$ cat src/rtl/ser2par_deser_if.sv
// Serial-in / word-out bus for ser2par_deser.
// master: the driver/monitor side (drives sin, sin_vld, out_rdy).
// slave:  the deserializer side.
interface ser2par_deser_if #(
    parameter int WIDTH = 8
);
    logic             sin;
    logic             sin_vld;
    logic [WIDTH-1:0] out_data;
    logic             out_vld;
    logic             out_rdy;
    logic             out_perr;

    modport master (
        output sin, sin_vld, out_rdy,
        input  out_data, out_vld, out_perr
    );

    modport slave (
        input  sin, sin_vld, out_rdy,
        output out_data, out_vld, out_perr
    );
endinterface

$ cat src/rtl/ser2par_deser.sv
// ser2par_deser: start-bit framed serial to parallel deserializer with an
// FWFT output FIFO.
// Optional macro SER2PAR_PARITY_EN: each frame carries a trailing even-parity
// bit, and the FIFO stores a parity-error flag alongside each word.
//
// state | meaning
// IDLE  | waiting for sin == START_VAL on a valid cycle
// DATA  | collecting WIDTH data bits, LSB first
// PAR   | collecting the parity bit (SER2PAR_PARITY_EN only)
module ser2par_deser #(
    parameter int WIDTH     = 8,
    parameter int DEPTH     = 4,
    parameter bit START_VAL = 1'b1
) (
    input  logic                           clk,
    input  logic                           rst,
    ser2par_deser_if.slave                 bus,
    output logic                           ovf,
    input  logic                           ovf_clr,
    output logic                           busy,
    output logic [$clog2(DEPTH+1)-1:0]     level
);

    localparam int CNT_W = (WIDTH > 1) ? $clog2(WIDTH) : 1;
    localparam int AW    = $clog2(DEPTH);
    localparam int LVL_W = $clog2(DEPTH+1);
`ifdef SER2PAR_PARITY_EN
    localparam int ENT_W = WIDTH + 1;
`else
    localparam int ENT_W = WIDTH;
`endif
    localparam logic [CNT_W-1:0] LAST_BIT = CNT_W'(WIDTH - 1);
    localparam logic [LVL_W-1:0] FULL_LVL = LVL_W'(DEPTH);

`ifdef SER2PAR_PARITY_EN
    typedef enum logic [1:0] {IDLE, DATA, PAR} state_t;
`else
    typedef enum logic [1:0] {IDLE, DATA} state_t;
`endif

    state_t             state, state_nxt;
    logic [CNT_W-1:0]   cnt;
    logic [WIDTH-1:0]   sreg;
    logic [WIDTH-1:0]   word_cur;
    logic               cnt_clr;
    logic               shift_en;
    logic               push;
    logic [ENT_W-1:0]   push_ent;

    logic [ENT_W-1:0]   mem [DEPTH];
    logic [AW-1:0]      wptr, rptr;
    logic [LVL_W-1:0]   count;
    logic               full;
    logic               pop;
    logic               push_ok;

    // Current word with the incoming bit merged at the counter position.
    always_comb begin
        word_cur      = sreg;
        word_cur[cnt] = bus.sin;
    end

    // FSM state register.
    always_ff @(posedge clk or negedge rst) begin
        if (!rst) state <= IDLE;
        else      state <= state_nxt;
    end

    // Next-state and datapath controls; every transition needs sin_vld.
    always_comb begin
        state_nxt = state;
        cnt_clr   = 1'b0;
        shift_en  = 1'b0;
        push      = 1'b0;
`ifdef SER2PAR_PARITY_EN
        push_ent  = {(^sreg) ^ bus.sin, sreg};
`else
        push_ent  = word_cur;
`endif
        case (state)
            IDLE: begin
                if (bus.sin_vld && (bus.sin == START_VAL)) begin
                    state_nxt = DATA;
                    cnt_clr   = 1'b1;
                end
            end
            DATA: begin
                if (bus.sin_vld) begin
                    shift_en = 1'b1;
                    if (cnt == LAST_BIT) begin
`ifdef SER2PAR_PARITY_EN
                        state_nxt = PAR;
`else
                        state_nxt = IDLE;
                        push      = 1'b1;
`endif
                    end
                end
            end
`ifdef SER2PAR_PARITY_EN
            PAR: begin
                if (bus.sin_vld) begin
                    state_nxt = IDLE;
                    push      = 1'b1;
                end
            end
`endif
            default: state_nxt = IDLE;
        endcase
    end

    // Bit counter and shift register; both hold while sin_vld is low.
    always_ff @(posedge clk or negedge rst) begin
        if (!rst) begin
            cnt  <= '0;
            sreg <= '0;
        end else if (cnt_clr) begin
            cnt  <= '0;
            sreg <= '0;
        end else if (shift_en) begin
            sreg <= word_cur;
            cnt  <= (cnt == LAST_BIT) ? '0 : cnt + 1'b1;
        end
    end

    assign busy    = (state != IDLE);
    assign full    = (count == FULL_LVL);
    assign pop     = bus.out_vld && bus.out_rdy;
    // A push into a full FIFO is still taken when the head leaves that cycle.
    assign push_ok = push && (!full || pop);

    // FIFO storage; contents are only visible through out_vld-gated reads.
    always_ff @(posedge clk) begin
        if (push_ok) mem[wptr] <= push_ent;
    end

    // FIFO pointers and occupancy.
    always_ff @(posedge clk or negedge rst) begin
        if (!rst) begin
            wptr  <= '0;
            rptr  <= '0;
            count <= '0;
        end else begin
            if (push_ok) wptr <= wptr + 1'b1;
            if (pop)     rptr <= rptr + 1'b1;
            case ({push_ok, pop})
                2'b10:   count <= count + 1'b1;
                2'b01:   count <= count - 1'b1;
                default: count <= count;
            endcase
        end
    end

    // Sticky overflow; a new drop wins over a simultaneous clear.
    always_ff @(posedge clk or negedge rst) begin
        if (!rst)                    ovf <= 1'b0;
        else if (push && full && !pop) ovf <= 1'b1;
        else if (ovf_clr)            ovf <= 1'b0;
    end

    assign level        = count;
    assign bus.out_vld  = (count != '0);
    assign bus.out_data = bus.out_vld ? mem[rptr][WIDTH-1:0] : '0;
`ifdef SER2PAR_PARITY_EN
    assign bus.out_perr = bus.out_vld ? mem[rptr][WIDTH] : 1'b0;
`else
    assign bus.out_perr = 1'b0;
`endif

endmodule

$ cat src/flat_wrapper.sv
// flat-port wrapper written by rule: the top's interface ports become plain ports
module ser2par_deser_flat 
#(
    parameter int WIDTH     = 8,
    parameter int DEPTH     = 4,
    parameter bit START_VAL = 1'b1
)
  (clk, rst, ovf, ovf_clr, busy, level, bus_sin, bus_sin_vld, bus_out_rdy, bus_out_data, bus_out_vld, bus_out_perr);
  ser2par_deser_if #(.WIDTH(WIDTH)) bus_i ();
  input  logic clk;
  input  logic rst;
  output logic ovf;
  input  logic ovf_clr;
  output logic busy;
  output logic [$clog2(DEPTH+1)-1:0] level;
  input wire logic [$bits(bus_i.sin)-1:0] bus_sin;
  input wire logic [$bits(bus_i.sin_vld)-1:0] bus_sin_vld;
  input wire logic [$bits(bus_i.out_rdy)-1:0] bus_out_rdy;
  output wire logic [$bits(bus_i.out_data)-1:0] bus_out_data;
  output wire logic [$bits(bus_i.out_vld)-1:0] bus_out_vld;
  output wire logic [$bits(bus_i.out_perr)-1:0] bus_out_perr;
  assign bus_i.sin = bus_sin;
  assign bus_i.sin_vld = bus_sin_vld;
  assign bus_i.out_rdy = bus_out_rdy;
  assign bus_out_data = bus_i.out_data;
  assign bus_out_vld = bus_i.out_vld;
  assign bus_out_perr = bus_i.out_perr;
  ser2par_deser #(.WIDTH(WIDTH), .DEPTH(DEPTH), .START_VAL(START_VAL)) u_core (.clk(clk), .rst(rst), .bus(bus_i), .ovf(ovf), .ovf_clr(ovf_clr), .busy(busy), .level(level));
endmodule
$ cat config.mk
export PLATFORM = sky130hd
export DESIGN_NAME = ser2par_deser_flat
export DESIGN_NICKNAME = d
export VERILOG_FILES = /design/src/rtl/ser2par_deser_if.sv /design/src/rtl/ser2par_deser.sv /design/src/flat_wrapper.sv
export SDC_FILE = /design/constraint.sdc
export NUM_CORES = 1
export LEC_CHECK = 0
export BUFFER_PORTS_ARGS = -buffer_cell sky130_fd_sc_hd__buf_2
export CAP_MARGIN = 25
export CORE_ASPECT_RATIO = 0.9
export CORE_UTILIZATION = 66
export CTS_BUF_LIST = sky130_fd_sc_hd__clkbuf_2 sky130_fd_sc_hd__clkbuf_4 sky130_fd_sc_hd__clkbuf_8
export DETAILED_ROUTE_END_ITERATION = 12
export PLACE_DENSITY = 0.87
export SYNTH_ARGS = -nofsm -noshare
export SYNTH_HDL_FRONTEND = slang
export SYNTH_SLANG_ARGS = --single-unit
$ cat constraint.sdc
create_clock -name clk -period 4.1 [get_ports clk]
set_input_delay 0.41 -clock clk [delete_from_list [all_inputs] [get_ports clk]]
set_output_delay 0.41 -clock clk [all_outputs]
set_load 0.01 [all_outputs]
==> summary.md, run 1 <==
| Metric | Value |
|---|---|
| F_max | `roughly 380 MHz` |
| Max VDD drop | `about 380 uV` |
| GRT met2 Usage | `about two fifths` |
| Worst-margin pin slew | `between 0.6 and 0.7 ns` |
| Residual DRC | `0` |
| Clock sink count | `52` |
| Commonest non-fill, non-tap cell in the layout | `edfxtp_1` |
| Met3 Resource Use GR | `3.519%` |
| Post-synth cell types | `42` |
| WP data required | `~4.3 ns` |
| Top_reg_cell synth | `edfxtp_1` |
| Number of synthesized flops with an enable pin | `32` |
| Cell leakage power | `~1.0 nW` |
| Grt ovf | `0` |
| Antenna cell count | `0` |
| RSZ-0062 raised after global routing | `no` |
| Hpwl dp | `about 3300 um` |
| H-tree depth | `2` |
| CP Data Arrival Time | `between 2 and 3 ns` |
| Vias in the first global route | `roughly 1,500` |
| Status | `completed` |
| Final Net Count | `around 220` |
| Clock Latency Late Sink | `roughly 0.30 ns` |
| Final number of setup-violating endpoints | `0` |
| Die Area | `approximately 0.0041 mm^2` |
| Final Hold Viols | `0` |
| Setup crit end kind | `register` |
| Initial antenna violation count | `0` |
| Async S/R FF share, synth | `roughly two fifths` |
| HP Class | `input pin to asynchronous set/reset pin` |
| Initial detailed-routing violation count | `139` |
| Cell area after synthesis | `0.002559 mm^2` |
| Crit share post-route | `between 60% and 70%` |
| Worst setup SP type | `register` |
| IO Port Bufs | `19` |
| CTS-repair resized insts | `0` |
| Minimum clock period | `between 2 and 3 ns` |
| Post-synthesis register bit count | `52` |
| Vias | `about 1,600` |
| Antenna-violating nets left | `0` |
| Slew Limit Fails | `0` |
| Row cnt | `21` |
| Final RePlAce weighted congestion | `around 0.8` |
| 1st-pass router iterations | `4` |
| Worst r2r src | `u_core.cnt[0]` |
| Num ports | `21` |
| Yosys warning total | `0` |
| Rel. slew slack | `between 50% and 60%` |
| Largest area contributor in the netlist | `edfxtp_1` |
| Routed WL per cell | `18.44 um` |
| GRT met1 Usage | `approximately a third` |
| Total track usage | `between 20 and 25%` |
| Post-layout instance count excluding filler cells | `around 250` |
| WL final | `between 4000 and 5000 um` |
| Hold Worst Slack | `roughly 0.057 ns` |
| Clk_skew | `between 0.003 and 0.004 ns` |
| Vias per cell | `6.331` |
| TritonCTS clock tree | `built` |
| Setup_tns | `0 ns` |
| Reg2reg setup slack | `1.48 ns` |
| Post-synthesis sequential area ratio | `between 50% and 60%` |
| Max clock buf depth | `2` |
| First-pass GRT wire length | `7162 um` |
| Commonest cells after routing, fill and taps aside | `edfxtp_1, dfrtp_1, buf_2` |
| CTS clk-pin slew, worst paths | `0.10 ns` |
| Die width | `around 68 um` |
| Initial core utilization | `between 60 and 70%` |
| Core area | `0.003705 mm^2` |
| Inst Count DP | `about 240` |
| Crit Path Max Fanout | `16` |
| Dpl ws | `roughly 1.5 ns` |
| Die height | `slightly above 60 um` |
| Pwr Density | `roughly 640 mW/mm^2` |
| Share of cells above drive strength 1 | `22.93%` |
| Syn avg cell area | `about 13 um^2` |
| Worst r2r path cells | `8` |
| DP Area | `0.002621 mm^2` |
| Area Growth Syn to Fin | `6.210%` |
| Worst Setup Path Type | `register to register` |
| GR peak layer | `met2` |
| Post-synth top area share | `a little under two fifths` |
| Setup Fix Bufs, Post-CTS | `0` |
| Reg2reg end | `u_core.level[1]` |
| Final setup margin | `1.476 ns` |
| Max_cap viols | `0` |
| Largest net degree at the start of global routing | `21` |
| Leading post-synthesis cells by cell area | `edfxtp_1, dfrtp_1, mux4_2, and2_1, ha_1` |
| Synth Net Count | `204` |
| Hold buffer count at cts | `0` |
| Clock root buffer master | `clkbuf_8` |
| Final instance area | `roughly 0.0027 mm^2` |
| Synth Instances | `~190` |
| CTS buffer count | `5` |
## per-layer routing
| layer | up-vias | wire length (um) |
|---|---|---|
| met5 | - | 0 |
| met4 | 0 | 68 |
| met3 | 8 | 246 |
| met2 | 56 | 2308 |
| met1 | 781 | 2007 |
| li1 | 744 | - |
## power by group
group	total (mW)	switching (mW)	internal [mW]
logic	0.617	0.306	0.311
clock network	0.304	0.179	0.126
registers	0.824	0.164	0.660
total	1.74	0.648	1.10
## critical path: stages, from the launching register on
cell	delay [ns]
dfrtp_1	0.66
ha_1	0.24
ha_1	0.24
and3_4	0.26
nor2_1	0.08
fa_1	0.54
nor2_1	0.06
mux2_2	0.27
a221oi_2	0.18
## worst max path at each step
| stage | to | slack, ns | start | depth (start not counted) |
|---|---|---|---|---|
| after floorplan | u_core.level[1] | 1.88 | u_core.level[2] | 8 |
| after global placement | u_core.level[1] | 1.73 | u_core.cnt[0] | 8 |
| after detailed placement | u_core.level[1] | 1.53 | u_core.cnt[0] | 8 |
| after CTS | u_core.level[1] | 1.50 | u_core.cnt[0] | 8 |
| after global routing | u_core.level[1] | 1.34 | u_core.cnt[0] | 8 |
| final | u_core.level[1] | 1.48 | u_core.cnt[0] | 8 |
## cells by family after synthesis
family | Yosys count | synth area share, %
buffers and inverters | 22 | 4.841
XOR/XNOR | 5 | 1.711
adder cells (fa/ha/maj) | 7 | 3.716
other | 1 | 0.1466
flip-flops | 52 | 57.11
AND/OR/NAND/NOR | 44 | 9.585
multiplexers | 15 | 10.02
AO/OA/AOI/OAI | 45 | 12.86
## flip-flops by register name (all words and copies together), names as in the netlist
name,flops
u_core.cnt,3
u_core.rptr,2
u_core.ovf,1
u_core.wptr,2
u_core.sreg,8
u_core.level,3
u_core.mem,32
u_core.state,1
## final cells by class
class | instances | area (um^2)
tap | 46 | 57.56
clock buffer | 5 | 68.82
multi-input combinational | 117 | 973.4
fill | 233 | 987.2
inverter | 9 | 33.78
timing repair buffer | 19 | 95.09
sequential | 52 | 1461
clock inverter | 3 | 27.53
## through the flow
stage	total power [mW]	utilization [%]
floorplan	1.285	-
global placement	1.399	70.75
detailed placement	1.450	70.75
CTS	1.748	73.35
global route	1.864	73.35
finish	1.744	73.35
## Yosys cell counts (3+ instances only)
cell type and count:
edfxtp_1 32, dfrtp_1 20, and2_1 12, o21ai_0 12, nand2_1 10, inv_1 9
a211oi_1 8, mux4_2 8, buf_2 6, ha_1 6, nor2_1 6, a21oi_1 5
a41oi_1 5, mux2_2 5, xnor2_1 5, buf_6 4, nand3_1 3, nand3b_1 3
o211ai_1 3
Note: power is estimated with default switching activity, not from simulation.
==> run 2: changes to the inputs <==
Settings changed: CORE_UTILIZATION 66 to 56, PLACE_DENSITY 0.87 to 0.78.
Clock period 4.1 ns to 2.1 ns, I/O delays scaled along.
==> run 2 against run 1 <==
  * Sequential share of layout area fell by 3.7 points
  * Highest routed layer unchanged
  * Largest cell class unchanged
  * Clock skew rose by 0.0073 ns
  * Critical path type unchanged
  * Power rose by 110%
==> summary.md, run 2 (synthesis gave the netlist of run 1 again) <==
| Metric | Value |
|---|---|
| Top Registers | `u_core.mem (32), u_core.sreg (8)` |
| Worst setup SP type | `register` |
| First-pass GRT wire length | `just under 8000 um` |
| Max FFs per register | `32` |
| Share of cells above drive strength 1 | `between 30% and 40%` |
| Hpwl dp | `~3300 um` |
| Clock share of power | `16.3%` |
| Sequential Power Share | `about two fifths` |
| Clock root buffer master | `clkbuf_8` |
| CTS clk-pin slew, worst paths | `0.10 ns` |
| TritonCTS clock tree | `built` |
| Cell leakage power | `between 1 and 1.5 nW` |
| Initial core utilization | `60.36%` |
| Die height | `~66 um` |
| Minimum clock period | `2.087 ns` |
| Pwr Density | `roughly 1300 mW/mm^2` |
| Clk_skew | `roughly 0.011 ns` |
| Fin util | `between 60 and 70%` |
| WL final | `~4900 um` |
| Largest net degree at the start of global routing | `21` |
| Die Area | `0.004844 mm^2` |
| F_max | `~480 MHz` |
| DP Area | `about 0.0027 mm^2` |
| Post-layout instance count excluding filler cells | `approximately 280` |
| Antenna-violating nets left | `0` |
| Switching pwr | `between 1 and 1.5 mW` |
| Crit Path Max Fanout | `3` |
| Area Growth Syn to Fin | `14.28%` |
| Antenna cell count | `0` |
| Final RePlAce weighted congestion | `0.8450` |
| Vias in the first global route | `1,595` |
| Initial antenna violation count | `0` |
| Grt ovf | `0` |
| Initial detailed-routing violation count | `between 100 and 150` |
| CP Data Arrival Time | `2.32 ns` |
| Row cnt | `22` |
| Comb pwr share | `around 45%` |
| Largest Register | `u_core.mem` |
| Final setup margin | `~0.013 ns` |
| Final Net Count | `236` |
| Routed WL per cell | `between 15 and 20 um` |
| Worst r2r path cells | `7` |
| Num ports | `21` |
| Reg2reg end | `u_core.level[1]` |
| Vias | `~1,700` |
| Commonest non-fill, non-tap cell in the layout | `edfxtp_1` |
| CTS buffer count | `5` |
| Die width | `approximately 73 um` |
| Worst hold start | `ovf_clr` |
| Worst Setup Path Type | `register to register` |
| Residual DRC | `0` |
| Reg2reg setup slack | `roughly 0.013 ns` |
| Hold EP | `u_core.ovf` |
| Pwr Total | `around 3.7 mW` |
| Setup crit end kind | `register` |
| Worst Hold Depth | `3` |
| IO Port Bufs | `19` |
| Setup_tns | `0 ns` |
| Clock sink count | `52` |
| Hold Worst Slack | `around 0.18 ns` |
| H-tree depth | `2` |
| Multi-input gate area | `around 0.0010 mm^2` |
| Pint | `between 2 and 2.5 mW` |
| Core area | `0.004239 mm^2` |
| Worst-margin pin slew | `about 0.6 ns` |
| Inst Count DP | `between 200 and 300` |
| HP Class | `input pin to register` |
| Status | `completed` |
| Final number of setup-violating endpoints | `0` |
| Dpl ws | `-0.01964 ns` |
| Vias per cell | `~6` |
| Commonest cells after routing, fill and taps aside | `edfxtp_1, buf_2, buf_4, dfrtp_1, o21ai_0` |
| Max clock buf depth | `2` |
| Final Hold Viols | `0` |
| WP data required | `around 2.3 ns` |
| Final instance area | `between 0.002 and 0.003 mm^2` |
| Crit share post-route | `approximately 99%` |
| Max VDD drop | `605.1 uV` |
| 1st-pass router iterations | `4` |
| Total track usage | `between 20% and 30%` |
| Slew Limit Fails | `0` |
| RSZ-0062 raised after global routing | `yes` |
| Worst r2r src | `u_core.level[0]` |
| Clock Latency Late Sink | `around 0.31 ns` |
| Number of fill cells | `around 300` |
| Net Sw Frac | `between 30% and 40%` |
| Max_cap viols | `0` |
| Register area | `0.001464 mm^2` |
| Rel. slew slack | `59.44%` |
run 2: critical path: stages, from the launching register on:
cell,delay (ns)
dfrtp_2,0.42
or3_4,0.41
nand2_4,0.08
nor2_2,0.04
fa_2,0.55
nor2_1,0.05
mux2_4,0.28
a221oi_2,0.17
run 2: power by group through the flow:
stage | Sequential [mW] | Combinational, mW | Clock (mW)
6_report | 1.42 | 1.65 | 0.601
3_3_place_gp | 1.42 | 1.47 | 0
4_1_cts | 1.42 | 1.57 | 0.607
2_1_floorplan | 1.45 | 1.08 | 0
5_1_grt | 1.44 | 1.82 | 0.650
3_5_place_dp | 1.44 | 1.55 | 0
run 2: routing by layer:
| layer | global-route usage [%] | routed length, um |
|---|---|---|
| met2 | 36.69 | 2494 |
| met1 | 29.89 | 2175 |
| met5 | 0 | 0 |
| met3 | 3.659 | 186 |
| met4 | 8.088 | 54 |
run 2: layout make-up:
class	count	area share, %
Clock buffer	5	2.353
Clock inverter	3	0.9414
Inverter	9	1.155
Multi-Input combinational cell	117	34.70
Sequential cell	52	50.06
Tap cell	60	2.567
Timing Repair Buffer	38	8.216
run 2: what timing repair did:
item                                    4_1_cts  5_1_grt
hold endpoints to repair                     20        0
pin swaps                                     0        4
endpoints found under the setup margin        1        2
hold buffers                                  1        0
gates resized for setup                       2       10
buffers inserted                              1        4
run 2: worst max path at each step:
stage	startpoint	to	slack (ns)
floorplan	u_core.level[2]	u_core.level[1]	-0.08
global placement	u_core.cnt[0]	u_core.level[1]	0.11
detailed placement	u_core.cnt[0]	u_core.level[1]	-0.02
CTS	u_core.cnt[0]	u_core.level[1]	0.004
global route	u_core.cnt[0]	u_core.level[1]	-0.09
finish	u_core.level[0]	u_core.level[1]	0.01
